[config.mk]
export PLATFORM = sky130hd
export DESIGN_NAME = decode_issue
export DESIGN_NICKNAME = d
export VERILOG_FILES = /design/src/rtl/decode_issue.sv
export SDC_FILE = /design/constraint.sdc
export NUM_CORES = 1
export LEC_CHECK = 0
export ABC_AREA = 1
export BUFFER_PORTS_ARGS = -buffer_cell sky130_fd_sc_hd__buf_2
export CORE_MARGIN = 2
export CORE_UTILIZATION = 40
export DETAILED_ROUTE_END_ITERATION = 8
export GPL_TIMING_DRIVEN = 0
export MAX_ROUTING_LAYER = met4
export PLACE_DENSITY_LB_ADDON = 0.2
export SLEW_MARGIN = 20
export SYNTH_ARGS = -nofsm -noshare
export SYNTH_HDL_FRONTEND = slang
export SYNTH_SLANG_ARGS = --single-unit
[constraint.sdc]
create_clock -name clk -period 4.1 [get_ports clk]
set_input_delay 0.205 -clock clk [delete_from_list [all_inputs] [get_ports clk]]
set_output_delay 0.205 -clock clk [all_outputs]
set_load 0.03 [all_outputs]
[src/rtl/decode_issue.sv]
// RV32IM decode/issue stage: registers one fetched instruction and presents the
// execute-stage bundle behind a single-entry valid/ready output register.

package decode_issue_pkg;

    typedef enum logic [5:0] {
        ALU_ADD, ALU_SUB, ALU_SLL, ALU_SLT, ALU_SLTU, ALU_XOR, ALU_SRL, ALU_SRA,
        ALU_OR, ALU_AND,
        ALU_MUL, ALU_MULH, ALU_MULHSU, ALU_MULHU, ALU_DIV, ALU_DIVU, ALU_REM, ALU_REMU,
        ALU_LB, ALU_LH, ALU_LW, ALU_LBU, ALU_LHU,
        ALU_SB, ALU_SH, ALU_SW,
        ALU_LUI, ALU_JAL, ALU_JALR,
        ALU_BEQ, ALU_BNE, ALU_BLT, ALU_BGE, ALU_BLTU, ALU_BGEU
    } alu_e;

    localparam logic [6:0] OPC_OP     = 7'b0110011;
    localparam logic [6:0] OPC_OP_IMM = 7'b0010011;
    localparam logic [6:0] OPC_LOAD   = 7'b0000011;
    localparam logic [6:0] OPC_STORE  = 7'b0100011;
    localparam logic [6:0] OPC_LUI    = 7'b0110111;
    localparam logic [6:0] OPC_AUIPC  = 7'b0010111;
    localparam logic [6:0] OPC_JAL    = 7'b1101111;
    localparam logic [6:0] OPC_JALR   = 7'b1100111;
    localparam logic [6:0] OPC_BRANCH = 7'b1100011;

    typedef struct packed {
        logic [5:0]  alucode;
        logic [31:0] op1;
        logic [31:0] op2;
        logic [31:0] br_target;
        logic [31:0] pc;
        logic [4:0]  rd;
        logic        reg_we;
        logic        mem_we;
        logic        illegal;
    } bundle_t;

endpackage

module decode_issue
    import decode_issue_pkg::*;
#(
    parameter logic [31:0] RESET_PC = 32'h0
) (
    input  logic        clk,
    input  logic        rst_n,
    input  logic        in_valid,
    output logic        in_ready,
    input  logic [31:0] in_inst,
    input  logic [31:0] in_pc,
    output logic [4:0]  rs1_addr,
    output logic [4:0]  rs2_addr,
    input  logic [31:0] rs1_data,
    input  logic [31:0] rs2_data,
    input  logic        flush,
    output logic        out_valid,
    input  logic        out_ready,
    output logic [5:0]  alucode,
    output logic [31:0] op1,
    output logic [31:0] op2,
    output logic [31:0] br_target,
    output logic [31:0] out_pc,
    output logic [4:0]  rd,
    output logic        reg_we,
    output logic        mem_we,
    output logic        illegal
);

    localparam bundle_t RESET_BUNDLE = '{
        alucode: ALU_ADD, op1: '0, op2: '0, br_target: '0, pc: RESET_PC,
        rd: '0, reg_we: 1'b0, mem_we: 1'b0, illegal: 1'b0
    };

    logic [6:0]  opcode;
    logic [2:0]  funct3;
    logic [6:0]  funct7;
    logic [4:0]  rd_f;
    logic [31:0] imm_i, imm_s, imm_b, imm_u, imm_j;
    logic [31:0] pc_plus4;

    assign opcode   = in_inst[6:0];
    assign rd_f     = in_inst[11:7];
    assign funct3   = in_inst[14:12];
    assign funct7   = in_inst[31:25];
    assign rs1_addr = in_inst[19:15];
    assign rs2_addr = in_inst[24:20];

    assign imm_i    = {{20{in_inst[31]}}, in_inst[31:20]};
    assign imm_s    = {{20{in_inst[31]}}, in_inst[31:25], in_inst[11:7]};
    assign imm_b    = {{19{in_inst[31]}}, in_inst[31], in_inst[7], in_inst[30:25], in_inst[11:8], 1'b0};
    assign imm_u    = {in_inst[31:12], 12'b0};
    assign imm_j    = {{11{in_inst[31]}}, in_inst[31], in_inst[19:12], in_inst[20], in_inst[30:21], 1'b0};
    assign pc_plus4 = in_pc + 32'd4;

    // Shared by OP and OP-IMM; alt selects SUB/SRA over ADD/SRL.
    function automatic logic [5:0] arith_op(input logic [2:0] f3, input logic alt);
        case (f3)
            3'd0:    arith_op = alt ? ALU_SUB : ALU_ADD;
            3'd1:    arith_op = ALU_SLL;
            3'd2:    arith_op = ALU_SLT;
            3'd3:    arith_op = ALU_SLTU;
            3'd4:    arith_op = ALU_XOR;
            3'd5:    arith_op = alt ? ALU_SRA : ALU_SRL;
            3'd6:    arith_op = ALU_OR;
            default: arith_op = ALU_AND;
        endcase
    endfunction

    bundle_t dec;
    logic    legal;
    logic    writes_rd;

    always_comb begin
        // NOTE: every signal driven here gets a default first so no path infers a latch.
        dec           = '0;
        dec.alucode   = ALU_ADD;
        dec.op1       = rs1_data;
        dec.op2       = rs2_data;
        dec.br_target = pc_plus4;
        dec.pc        = in_pc;
        dec.rd        = rd_f;
        legal         = 1'b1;
        writes_rd     = 1'b1;

        case (opcode)
            OPC_OP: begin
                case (funct7)
                    7'b0000000: dec.alucode = arith_op(funct3, 1'b0);
                    7'b0100000: begin
                        dec.alucode = arith_op(funct3, 1'b1);
                        legal       = (funct3 == 3'd0) || (funct3 == 3'd5);
                    end
                    7'b0000001: dec.alucode = 6'(int'(ALU_MUL) + int'(funct3));
                    default:    legal = 1'b0;
                endcase
            end
            OPC_OP_IMM: begin
                dec.op2 = imm_i;
                if (funct3 == 3'd1 || funct3 == 3'd5) begin
                    dec.op2     = {27'b0, in_inst[24:20]};
                    dec.alucode = arith_op(funct3, funct7[5]);
                    legal       = (funct7 == 7'b0000000) ||
                                  (funct3 == 3'd5 && funct7 == 7'b0100000);
                end else begin
                    dec.alucode = arith_op(funct3, 1'b0);
                end
            end
            OPC_LOAD: begin
                dec.op2 = imm_i;
                case (funct3)
                    3'd0:    dec.alucode = ALU_LB;
                    3'd1:    dec.alucode = ALU_LH;
                    3'd2:    dec.alucode = ALU_LW;
                    3'd4:    dec.alucode = ALU_LBU;
                    3'd5:    dec.alucode = ALU_LHU;
                    default: legal = 1'b0;
                endcase
            end
            OPC_STORE: begin
                dec.op2    = imm_s;
                dec.mem_we = 1'b1;
                writes_rd  = 1'b0;
                case (funct3)
                    3'd0:    dec.alucode = ALU_SB;
                    3'd1:    dec.alucode = ALU_SH;
                    3'd2:    dec.alucode = ALU_SW;
                    default: legal = 1'b0;
                endcase
            end
            OPC_LUI: begin
                dec.alucode = ALU_LUI;
                dec.op1     = '0;
                dec.op2     = imm_u;
            end
            OPC_AUIPC: begin
                dec.op1 = in_pc;
                dec.op2 = imm_u;
            end
            OPC_JAL: begin
                dec.alucode   = ALU_JAL;
                dec.op1       = '0;
                dec.op2       = in_pc;
                dec.br_target = in_pc + imm_j;
            end
            OPC_JALR: begin
                dec.alucode   = ALU_JALR;
                dec.op2       = in_pc;
                dec.br_target = (rs1_data + imm_i) & ~32'd1;
                legal         = (funct3 == 3'd0);
            end
            OPC_BRANCH: begin
                dec.br_target = in_pc + imm_b;
                writes_rd     = 1'b0;
                case (funct3)
                    3'd0:    dec.alucode = ALU_BEQ;
                    3'd1:    dec.alucode = ALU_BNE;
                    3'd4:    dec.alucode = ALU_BLT;
                    3'd5:    dec.alucode = ALU_BGE;
                    3'd6:    dec.alucode = ALU_BLTU;
                    3'd7:    dec.alucode = ALU_BGEU;
                    default: legal = 1'b0;
                endcase
            end
            default: legal = 1'b0;
        endcase

        if (!legal) begin
            dec.alucode = ALU_ADD;
            dec.op1     = '0;
            dec.op2     = '0;
            dec.rd      = '0;
            dec.mem_we  = 1'b0;
            dec.reg_we  = 1'b0;
            dec.illegal = 1'b1;
        end else begin
            dec.reg_we = writes_rd && (rd_f != 5'd0);
        end
    end

    logic    valid_q, valid_d;
    bundle_t bundle_q, bundle_d;
    logic    accept;

    assign in_ready = !valid_q || out_ready;
    assign accept   = in_valid && in_ready && !flush;

    // Flush wins over accept; a plain drain only clears valid, data is left in place.
    always_comb begin
        valid_d  = valid_q;
        bundle_d = bundle_q;
        if (flush) begin
            valid_d = 1'b0;
        end else if (accept) begin
            valid_d  = 1'b1;
            bundle_d = dec;
        end else if (out_ready) begin
            valid_d = 1'b0;
        end
    end

    always_ff @(posedge clk or negedge rst_n) begin
        // NOTE: state registers update with <= so every flop samples pre-edge values.
        if (!rst_n) begin
            valid_q  <= 1'b0;
            bundle_q <= RESET_BUNDLE;
        end else begin
            valid_q  <= valid_d;
            bundle_q <= bundle_d;
        end
    end

    assign out_valid = valid_q;
    assign alucode   = bundle_q.alucode;
    assign op1       = bundle_q.op1;
    assign op2       = bundle_q.op2;
    assign br_target = bundle_q.br_target;
    assign out_pc    = valid_q ? bundle_q.pc : RESET_PC;
    assign rd        = bundle_q.rd;
    assign reg_we    = bundle_q.reg_we;
    assign mem_we    = bundle_q.mem_we;
    assign illegal   = bundle_q.illegal;

endmodule

; ---- Yosys cells after proc, flatten, opt, wreduce, memory -nomap -nowiden
; Index checks and enable logic that the tools add are counted.
[totals]
mem_count = 0
ff_bits = 143
latch_bits = 0
mem_bits_rw = 0
elab_cells = 89
romBits = 0
[op_classes]
n_eq_ne = 18
bitwise_logic = 1
reduce_logical = 24
mux = 31
addsub = 5
shifts = 0
div = 0
magnitude_cmp = 0
n_mul = 0
[ops]
columns = operator, n
row1 = 32-bit one-hot mux with 5 select lines, 1
row2 = 32-bit adder, 3
row3 = 32-bit one-hot mux with 3 select lines, 1
row4 = 4-bit one-hot mux with 7 select lines, 3
row5 = 70-bit two-way mux, 1
row6 = 32-bit two-way mux, 2
row7 = 32-bit one-hot mux with 2 select lines, 1
row8 = 6-bit one-hot mux with 8 select lines, 1
row9 = 6-bit one-hot mux with 6 select lines, 1
row10 = "32-bit by 3-bit adder with 32-bit output, second input constant", 1
row11 = "7-bit by 6-bit == test with 1-bit output, second input constant", 4
row12 = 5-bit one-hot mux with 5 select lines, 1
row13 = "7-bit == test, second input constant", 3
row14 = 6-bit one-hot mux with 3 select lines, 1
row15 = 5-bit one-hot mux with 3 select lines, 1
row16 = "7-bit by 5-bit == test with 1-bit output, second input constant", 2
row17 = "3-bit == test, second input constant", 4
row18 = 1-bit two-way mux, 12
row19 = 2-bit OR reduction, 5
row20 = "7-bit by 1-bit == test with 1-bit output, second input constant", 1
row21 = "7-bit by 2-bit == test with 1-bit output, second input constant", 1
row22 = 7-bit zero test, 1
row23 = 1-bit one-hot mux with 7 select lines, 1
row24 = "3-bit by 2-bit == test with 1-bit output, second input constant", 2
row25 = other kinds (17), 25

; ---- Depth between registers and ports, before layout
[logic_depth]
depth_word = 6
ltp_mapped = 25
mapped_depth_nobuf = 23

; ---- Worst setup path before layout
; Ideal clock, no wire load.
[synth_path]
kind = input-to-reg
from = input in_inst[4]
to = register bundle_q, in the netlist br_target[17]
slack_ns = 1.098
stages = 24
setup_ns = 0.113
required_time_ns = 3.987
arrival_ns = 2.889
cell_sequence = inv_2 nand2_1 nor2_2 inv_1 nor2_2 buf_2 inv_1 clkbuf_1 nand2_1 o21ai_0 ha_1 fa_1 nand2_1 nand3_1 and2_1 nand2_1 nand2_1 nand2_1 nand2_1 or2_2 nand3_1 nand3_1 nand2_1 inv_1
[synth_between]
elab_chain_cells = 2
elab_cells_between_ends = 4
classes_between = 3 x eq/ne / 1 x mux
[synth_rtl]
columns = element, line_no
row1 = from (decl), 49  ; input logic [31:0] in_inst,
row2 = 7-bit == test, 125  ; case (opcode)
row3 = 32-bit one-hot mux with 3 select lines (*), 125
row4 = to (signal assigned), 248  ; bundle_q <= bundle_d;
row5 = to (decl), 221  ; bundle_t bundle_q, bundle_d;
; Every way passes the cells marked *; elsewhere a longest branch is shown, timed or not.
; A chain may end at the register's enable or synchronous reset.

; ---- Worst setup path in the final report
; Same ends and word-level chain as after synthesis.

==> metrics.md <==
| Metric | Value |
|---|---|
| Outcome | complete, no violations |
| Die width | 193 um |
| Yosys top cell by area | sky130_fd_sc_hd__dfrtp_1 |
| Nets@finish | 2934 |
| Part of the power in the clock network | 33.4% |
| Maximum buffer depth of the clock tree | 2 |
| Psw | 1960 uW |
| Maximum achievable frequency | 0.267 GHz |
| Average wire length per cell after detail routing | 19.7 um |
| Fraction of final layout cells with drive strength greater than 1 | 18.8% |
| Tightest Hold Check Type | in2reg |
| Placement Rows | 69 |
| Switching power as a share of total power | 39.7% |
| Number of buffers added for setup after CTS | 0 |
| Number of synthesized flops with an enable pin | 0 |
| Top fanout value on the critical path | 10 |
| Internal Dissipation | 2970 uW |
| Area of the die | 37400 um2 |
| Layout overhead on the synthesized area | 18.6% |
| Portion of the post-synthesis area used by sequential elements | 24.9% |
| Mean number of vias per cell | 5.17 |
| Later-pin clock latency in the skew report | 460 ps |
| Cell with the most instances after synthesis | sky130_fd_sc_hd__nand2_1 |
| Post-synthesis net count | 2626 |
| # Max-Cap Violations | 0 |
| Number of hold violations in the final report | 0 |
| Buffers & Inverters on Critical Path | 7 |
| Unrepaired setup endpoints after global routing | false |
| Min Clock Period, post-route | 3750 ps |
| Relative max-transition margin | 40.7% |
| Ratio of final minimum period to clock period | 91.5% |
| Post-route ant nets | 0 |
| Core Area | 35500 um2 |
| Power per cell area | 290 nW/um2 |
| Post-synthesis average cell area | 5.92 um2 |
| Detailed Routing Iterations Pass 1 | 7 |
| Initial drt markers | 1533 |
| Cell type with the highest occurrence count on the critical path | sky130_fd_sc_hd__nand2_1 |
| Final global-route overflow total | 0 |
| CP Capture Type | register |
| Clock tree from TritonCTS | built |
| H-Tree Depth | 4 |
| Most used flip-flop cell after synthesis | sky130_fd_sc_hd__dfrtp_1 |
| Number of hold buffers added after CTS | 2 |
| Fillcell total | 3942 |
| Leakage power summed over all cells | 0.0103 uW |
| Warning count from the yosys run | 0 |
| Most numerous cell types in the synthesized netlist | 877 x sky130_fd_sc_hd__nand2_1, 344 x sky130_fd_sc_hd__inv_1, 228 x sky130_fd_sc_hd__nand3_1, 179 x sky130_fd_sc_hd__nor2_1, 143 x sky130_fd_sc_hd__dfrtp_1 |
| Area of the mapped netlist | 14300 um2 |
| First-pass GRT wire length | 93400 um |
| Flop pwr share | 32.5% |
| Total power | 4940 uW |
| Effective utilization at floorplan | 40.4% |
| Num Clock Sinks | 143 |
| Overall routing resource usage | 34.2% |
| Die H | 193 um |
| Number of distinct standard cells referenced by the synthesized netlist | 41 |
| Share of power burned in combinational logic | 34.1% |
| Signal arrival time at the worst endpoint | 4100 ps |
| Leading post-synthesis cells by cell area | sky130_fd_sc_hd__dfrtp_1 25%, sky130_fd_sc_hd__nand2_1 23%, sky130_fd_sc_hd__inv_1 9.0% |
| DRC violation count after routing | 0 |
| Count of pins over their slew limit | 0 |
| Aggregate negative setup slack | 0 ps |
| Cell at the slowest stage of the critical path | sky130_fd_sc_hd__fa_1 |
| Crit path largest cell delay | 470 ps |
| Drt total wl | 63300 um |
| Maximum number of pins on one net before global-route repair | 79 |
| Gate count of the mapped netlist | 2425 |
| Transition time at the pin with the least slew margin | 890 ps |
| Top cell type's share of synthesized area | 24.9% |
| Antenna violations before repair | 6 |
| CP top delay family | simple AND/OR/NAND/NOR gates |
| Maximum vdd drop | 0.313 mV |
| Synthesis-stage register bit count | 143 |
| Final weighted congestion in routability-driven placement | 0.967 |
| Via count | 16595 |
| Root Buffer | sky130_fd_sc_hd__clkbuf_16 |
| Clock-pin transition on the worst setup and hold timing paths | 80 ps |
| Via count of the first global-routing pass | 15447 |
| Required time of the critical path | 4450 ps |
| Count of input and output buffers | 286 |
| Total setup violations reported at the end of the flow | 0 |
| Total half-perimeter wirelength after legalization and detailed placement | 52400 um |
| Type of the setup path with the least slack | in2reg |
| # resized after CTS | 0 |
| Kind of launch point of the worst setup path | primary input |
| Async set-reset flop share out of synthesis | 100% |
| Final clock skew | 13.4 ps |
| Clock buffer count from CTS | 17 |
| Ports placed on the boundary | 287 |
## stage by stage
stage	setup slack (ps)	util, %	cells	area (um2)	hold slack [ps]
2_1_floorplan	1100	-	2425	14300	-90.6
3_3_place_gp	28.0	46.1	3172	16400	376
3_5_place_dp	-18.0	46.2	3173	16400	188
4_1_cts	444	47.9	3207	17000	4.37
5_1_grt	86.3	47.9	3210	17000	25.9
6_report	348	48.0	3211	17000	21.1
## tightest hold or removal path, cell delays in order
cell	delay (ps)
sky130_fd_sc_hd__buf_2	110
sky130_fd_sc_hd__nand3_1	80
sky130_fd_sc_hd__nand2_1	60
## metal layers
metal  track usage [%]  wire [um]  vias up
met2              52.8      28500      708
met4              10.7       1680        0
li1                  -          -     8097
met1              47.0      29000     7701
met5                 -          0        -
met3              3.68       4200       89
## power groups by stage
stage | clock network, uW | logic, uW | registers, uW
floorplan | 0 | 1090 | 1600
global placement | 0 | 1650 | 1620
detailed placement | 0 | 1660 | 1630
CTS | 1670 | 1670 | 1600
global route | 1720 | 1840 | 1620
finish | 1650 | 1680 | 1600
## cells by family after synthesis
family	synth area share, %
AND/OR/NAND/NOR	41.0
buffers and inverters	17.8
XOR/XNOR	1.28
adder cells (fa/ha/maj)	6.04
AO/OA/AOI/OAI	9.00
flip-flops	24.9
## cell type report
cell class	instances	area [um2]	area share, %
antenna	4	10.0	0.0588
buffer	190	1210	7.14
tap	461	577	3.39
inverter	356	1340	7.85
clock buffer	19	453	2.66
clock inverter	13	141	0.831
multi-input combinational	1736	8220	48.3
timing repair buffer	289	1490	8.75
sequential	143	3580	21.0
## final timing paths
check                           slack [ps]                     start                        end  depth (start not counted)
worst min-delay path                    20               in_inst[10]          rd[3]$_DFFE_PN0P_                          3
worst min register to register         480  bundle_q[29]$_DFFE_PN0P_   bundle_q[29]$_DFFE_PN0P_                          2
worst max register to register        1110     out_valid$_DFFE_PN0P_        op1[31]$_DFFE_PN0P_                         10
max in group asynchronous             2970                     rst_n        op2[29]$_DFFE_PN0P_                          3
worst max-delay path                   350                in_inst[4]  br_target[17]$_DFFE_PN0P_                         25
min in group asynchronous              280                     rst_n  br_target[16]$_DFFE_PN0P_                          2
## layout by cell type, fill, tap and decap left out, drive strengths merged
master       count
o21bai          10
bufinv           1
o221ai           1
nor3            28
inv            364
xor2            21
fa               2
clkbuf          59
dlygate4sd3      2
o2111ai          1
clkinv           4
diode            4
and3             1
nand3          230
nor2           186
nor3b            2
o22ai           16
or2             30
nand3b          13
nor4             2
a21o             2
ha              66
nand4           30
and2             4
nand2          880
o21ai          117
o211ai           4
a31oi            7
o31ai            1
a21oi           81
dfrtp          143
buf            437
a22oi            1
## flip-flops by register name (all words and copies together) (netlist names)
name / cells
bundle_q: 32
reg_we: 1
alucode: 6
out_valid: 1
op2: 32
rd: 5
br_target: 32
op1: 32
mem_we: 1
illegal: 1
Power figures use the tool's default switching activity.
